### config.mk
export PLATFORM = sky130hd
export DESIGN_NAME = pe_inject_buffer
export DESIGN_NICKNAME = d
export VERILOG_FILES = /design/src/rtl/noc_pkg.sv /design/src/rtl/noc_sync_fifo.sv /design/src/rtl/pe_inject_buffer.sv
export SDC_FILE = /design/constraint.sdc
export NUM_CORES = 1
export LEC_CHECK = 0
export BUFFER_PORTS_ARGS = -buffer_cell sky130_fd_sc_hd__clkbuf_2
export CORE_MARGIN = 2
export CORE_UTILIZATION = 45
export CTS_CLUSTER_DIAMETER = 60
export DETAILED_ROUTE_END_ITERATION = 7
export GPL_TIMING_DRIVEN = 0
export HOLD_SLACK_MARGIN = 0.08
export SYNTH_ARGS = -nofsm -noshare
export SYNTH_HDL_FRONTEND = slang
export SYNTH_SLANG_ARGS = --single-unit
### constraint.sdc
create_clock -name clk -period 4.01 [get_ports clk]
set_clock_uncertainty 0.05 [all_clocks]
set_input_delay 0.2005 -clock clk [delete_from_list [all_inputs] [get_ports clk]]
set_output_delay 0.2005 -clock clk [all_outputs]
set_load 0.02 [all_outputs]
### src/rtl/noc_pkg.sv
// Shared NoC packet definitions: field geometry of the 32-bit packet and its struct view.
package noc_pkg;

    localparam int PKT_W          = 32;
    localparam int DEST_W         = 8;
    localparam int PAYLOAD_W      = 24;
    localparam int DEST_MSB       = 31;
    localparam int DEST_LSB       = 24;
    localparam int NUM_PE_DEFAULT = 16;

    typedef struct packed {
        logic [DEST_W-1:0]    dest;
        logic [PAYLOAD_W-1:0] payload;
    } noc_pkt_t;

endpackage

### src/rtl/noc_sync_fifo.sv
// Synchronous first-word-fall-through FIFO. Pointers wrap naturally (DEPTH is a
// power of two); occupancy lives in its own counter so full/empty come from flops.
module noc_sync_fifo #(
    parameter int DATA_W = 32,
    parameter int DEPTH  = 8
) (
    input  logic                       clk,
    input  logic                       rst,
    input  logic                       push,
    input  logic [DATA_W-1:0]          wdata,
    input  logic                       pop,
    output logic [DATA_W-1:0]          rdata,
    output logic [$clog2(DEPTH+1)-1:0] level,
    output logic                       full,
    output logic                       empty
);

    localparam int AW = $clog2(DEPTH);
    localparam int LW = $clog2(DEPTH+1);

    logic [DATA_W-1:0] mem [DEPTH];
    logic [AW-1:0]     wr_ptr;
    logic [AW-1:0]     rd_ptr;
    logic              do_push;
    logic              do_pop;

    assign full    = (level == LW'(DEPTH));
    assign empty   = (level == '0);
    assign do_push = push && !full;
    assign do_pop  = pop && !empty;
    // Zero when empty so nothing stale is ever presented after reset.
    assign rdata   = empty ? '0 : mem[rd_ptr];

    // Storage write; contents need no reset since level gates visibility.
    always_ff @(posedge clk) begin
        if (do_push) mem[wr_ptr] <= wdata;
    end

    // Pointer and occupancy bookkeeping.
    always_ff @(posedge clk or posedge rst) begin
        if (rst) begin
            wr_ptr <= '0;
            rd_ptr <= '0;
            level  <= '0;
        end else begin
            if (do_push) wr_ptr <= wr_ptr + AW'(1);
            if (do_pop)  rd_ptr <= rd_ptr + AW'(1);
            case ({do_push, do_pop})
                2'b10:   level <= level + LW'(1);
                2'b01:   level <= level - LW'(1);
                default: level <= level;
            endcase
        end
    end

endmodule

### src/rtl/pe_inject_buffer.sv
// PE-to-router injection buffer: FIFO with destination screening and drop reporting.
// Optional INJECT_STATS_EN adds saturating accept/send counters.
module pe_inject_buffer
    import noc_pkg::*;
#(
    parameter int ADDRESS = 0,
    parameter int DEPTH   = 8,
    parameter int NUM_PE  = NUM_PE_DEFAULT
) (
    input  logic                       clk,
    input  logic                       rst,
    input  logic [PKT_W-1:0]           i_data,
    input  logic                       i_data_valid,
    output logic                       o_data_ready,
    output logic [PKT_W-1:0]           o_data,
    output logic                       o_data_valid,
    input  logic                       i_data_ready,
    output logic [$clog2(DEPTH+1)-1:0] o_level,
    output logic                       o_drop,
    output logic [DEST_W-1:0]          o_drop_dest
`ifdef INJECT_STATS_EN
    ,
    output logic [31:0]                o_sent_cnt,
    output logic [31:0]                o_acc_cnt
`endif
);

    // Reject configurations the pointer arithmetic and id field cannot represent.
    if (DEPTH < 2 || (DEPTH & (DEPTH - 1)) != 0) begin : g_bad_depth
        $error("pe_inject_buffer: DEPTH must be a power of two >= 2");
    end
    if (ADDRESS < 0 || ADDRESS >= (1 << DEST_W)) begin : g_bad_addr
        $error("pe_inject_buffer: ADDRESS does not fit the dest field");
    end

    noc_pkt_t in_pkt;
    logic     full;
    logic     empty;
    logic     accept;
    logic     legal;
    logic     pop;

    assign in_pkt       = i_data;
    assign legal        = (32'(in_pkt.dest) < NUM_PE);
    // Ready depends only on registered occupancy, never on i_data_ready.
    assign o_data_ready = !full;
    assign o_data_valid = !empty;
    assign accept       = i_data_valid && o_data_ready;
    assign pop          = o_data_valid && i_data_ready;

    noc_sync_fifo #(.DATA_W(PKT_W), .DEPTH(DEPTH)) u_fifo (
        .clk   (clk),
        .rst   (rst),
        .push  (accept && legal),
        .wdata (in_pkt),
        .pop   (pop),
        .rdata (o_data),
        .level (o_level),
        .full  (full),
        .empty (empty)
    );

    // One-cycle drop pulse; the dest field of the last discard is held.
    always_ff @(posedge clk or posedge rst) begin
        if (rst) begin
            o_drop      <= 1'b0;
            o_drop_dest <= '0;
        end else begin
            o_drop <= accept && !legal;
            if (accept && !legal) o_drop_dest <= in_pkt.dest;
        end
    end

`ifdef INJECT_STATS_EN
    // Saturating counters of router pops and PE accepts (legal or dropped).
    always_ff @(posedge clk or posedge rst) begin
        if (rst) begin
            o_sent_cnt <= '0;
            o_acc_cnt  <= '0;
        end else begin
            if (pop && o_sent_cnt != '1)   o_sent_cnt <= o_sent_cnt + 32'd1;
            if (accept && o_acc_cnt != '1) o_acc_cnt  <= o_acc_cnt + 32'd1;
        end
    end
`endif

endmodule

==> impl_metrics.py <==
metrics = {
    "outcome": {
        "outcome": "complete, no violations",
    },
    "synth": {
        "synth-edff-count": 256,
        "async_flop_share_pct": 6.91,
        "synthesis.nets": 503,
        "synth_xor_area_share_pct": 0.580,
        "syn_inst": 462,
        "synth-adder-area-share_pct": 0.591,
        "synth_top_family_by_area": "multiplexers",
        "synth_compound_area_share_pct": 3.28,
        "synth_area_sq_mm": 0.0106,
        "ys.flop_type": "edfxtp_1",
        "yosys_warnings": 0,
        "yosys-mux-area-fraction_pct": 14.7,
        "synthSimpleGateAreaFrac_pct": 1.79,
        "yosysSeqAreaShare_pct": 77.2,
        "syn-mean-instance-area_sq_um": 22.9,
        "ys_types": 40,
        "ys_seq_elements": 275,
    },
    "global_routing": {
        "grt_max_degree": 25,
        "antenna_found_initial": 0,
        "grt_pass1_wl_microns": 31200,
        "grt-ovfl-total": 0,
        "first_global_vias": 5373,
        "grt_use_total_pct": 17.2,
    },
    "layout": {
        "final_nets": 659,
        "n_antenna_cell": 0,
        "layout_common_cells": "edfxtp_1, clkbuf_2, mux4_2",
        "area_delta_synth_final_pct": 22.8,
        "stdcell_area_sq_mm": 0.0130,
        "fin_util_pct": 55.8,
        "fin_cells": 959,
        "mostFrequentLayoutCell": "edfxtp_1",
        "drive_gt1_share_pct": 35.2,
    },
    "floorplanning": {
        "die_area_sq_mm": 0.0247,
        "fp.dieH_microns": 157,
        "row_count": 56,
        "start_util_pct": 45.5,
        "die_x_microns": 157,
        "ios": 83,
        "coreArea_sq_mm": 0.0233,
    },
    "drt": {
        "drt-total-wl_microns": 20600,
        "post_drt_wl_per_cell_microns": 21.5,
        "dr_total_vias": 5109,
        "drc": 0,
        "ant_nets": 0,
        "drtPass1Iterations": 5,
        "drtIter0Drc": 377,
        "via_per_inst": 5.33,
    },
    "clock_network": {
        "clk_latency_ns": 0.53,
        "cts_buffers": 28,
        "htreeDepth": 1,
        "cts_sinks": 275,
        "cts_tree": "yes",
        "cts-resized-gates": 0,
        "clkTransAtPathRegs_ns": 0.06,
        "clockBufferDepth": 3,
        "cts-root-buf": "clkbuf_16",
    },
    "place": {
        "portBuffers": 81,
        "dpl-instance-area_sq_mm": 0.0117,
        "dp_hpwl_microns": 12400,
        "place_congestion": 0.702,
        "placedCellCount": 872,
    },
    "timing": {
        "slew_headroom_pct": 34.5,
        "rsz0062_at_grt": "false",
        "hold_violations": 0,
        "finalCritPeriodShare_pct": 78.0,
        "tightest_slew_ns": 0.982,
        "final-setup-viol-count": 0,
        "fin_tns_setup_ns": 0,
        "drv_slew": 0,
        "fin_crit_ns": 3.13,
        "fmax_mhz": 320,
    },
    "pwr": {
        "power.static_leakage_uw": 0.00439,
        "power_uw": 8730,
        "p_per_area_mw_per_mm2": 672,
        "irDropWorstVdd_mv": 0.394,
    },
    "min_path": {
        "hp-class": "in -> async",
    },
    "setup_path": {
        "arrival_ns": 2.88,
        "end_kind": "output pin",
        "startpoint_type": "flip-flop",
        "crit_required_ns": 3.76,
        "critPathKind": "reg -> out",
        "crit_fanout": 10,
    },
    "job": {
        "drv_cap": 0,
    },
}
[where the power goes]
| part | leakage (uW) | total, uW | internal, uW | switching, uW |
|---|---|---|---|---|
| Combinational | 0.00141 | 2780 | 1270 | 1520 |
| Sequential | 0.00253 | 3320 | 3230 | 94.8 |
| Clock | 0.000452 | 2620 | 1590 | 1030 |
| Total | 0.00439 | 8730 | 6090 | 2640 |
[synth_stat cells, types with 2 or more instances]
master	instances	share of area, %
buf_1	3	0.11
nand2b_1	2	0.12
inv_1	5	0.18
ha_1	5	0.59
nor2_1	7	0.25
nand2_1	2	0.071
nand4_1	2	0.12
nor3_1	2	0.095
a32o_1	2	0.19
buf_6	10	1.1
nand3_1	2	0.095
mux2_1	7	0.75
clkbuf_1	8	0.28
buf_2	6	0.28
mux2_2	2	0.21
dfrtp_1	19	4.5
a22o_1	32	2.6
edfxtp_1	256	73
xnor2_1	6	0.50
mux4_2	64	14
[kinds of logic (layout without fill, tap and decap cells)]
kind of cell / Yosys count / after routing
adder cells (fa/ha/maj): 5 / 5
AO/OA/AOI/OAI: 40 / 40
flip-flops: 275 / 275
AND/OR/NAND/NOR: 29 / 29
multiplexers: 74 / 74
XOR/XNOR: 7 / 7
buffers and inverters: 32 / 210
[metrics by stage]
step           hold slack, ns  worst slack (ns)
2_1_floorplan           0.102             0.808
3_3_place_gp            0.280            -0.615
3_5_place_dp            0.297             0.975
4_1_cts                 0.271             0.817
5_1_grt                 0.334             0.732
6_report                0.276             0.883
[area by class of cell]
cell class	instances	area [sq um]
fillers	1798	10300
clock inverters	21	233
plain buffers	27	184
flip-flops and latches	275	8160
repair buffers	126	996
multi-input cells	155	2280
clock buffers	31	712
well taps	319	399
inverters	5	18.8
[registers in the layout, summed over array words and instances, names as in the netlist]
| name | count |
|---|---|
| o_drop_dest | 8 |
| o_drop | 1 |
| u_fifo.level | 4 |
| u_fifo.mem | 256 |
| u_fifo.rd_ptr | 3 |
| u_fifo.wr_ptr | 3 |
[critical path, stage by stage (launching register included)]
cell      delay, ns
dfrtp_1        0.39
clkbuf_1       0.46
clkbuf_1       0.63
mux4_2         0.42
a22o_1         0.27
clkbuf_2       0.16
[per-layer routing]
layer	global-route usage, %	share of wire (%)
met3	2.53	5.2
met2	28.9	49
met1	24.1	44
met5	0	0
met4	3.90	1.3
[worst paths after layout]
| path | startpoint | end | slack, ns | depth (start not counted) |
|---|---|---|---|---|
| worst min-delay path | rst | o_drop_dest[3]$_DFFE_PP0P_ | 0.28 | 3 |
| worst min register to register | o_drop_dest[3]$_DFFE_PP0P_ | o_drop_dest[3]$_DFFE_PP0P_ | 0.44 | 1 |
| worst max-delay path | u_fifo.rd_ptr[1]$_DFFE_PP0P_ | o_data[21] | 0.88 | 5 |
| worst max register to register | u_fifo.level[1]$_DFFE_PP0P_ | u_fifo.level[3]$_DFFE_PP0P_ | 0.95 | 8 |
| min in group clk | i_data[15] | u_fifo.mem[1][15]$_DFFE_PP_ | 0.43 | 2 |
| max in group asynchronous | rst | u_fifo.level[0]$_DFFE_PP0P_ | 3.16 | 3 |
[repair_timing]
| item | in CTS | in global routing |
|---|---|---|
| setup buffers | 0 | 0 |
| hold endpoints to repair | 288 | 0 |
| hold buffers | 35 | 0 |
No activity file was read; power rests on OpenSTA's default activity.
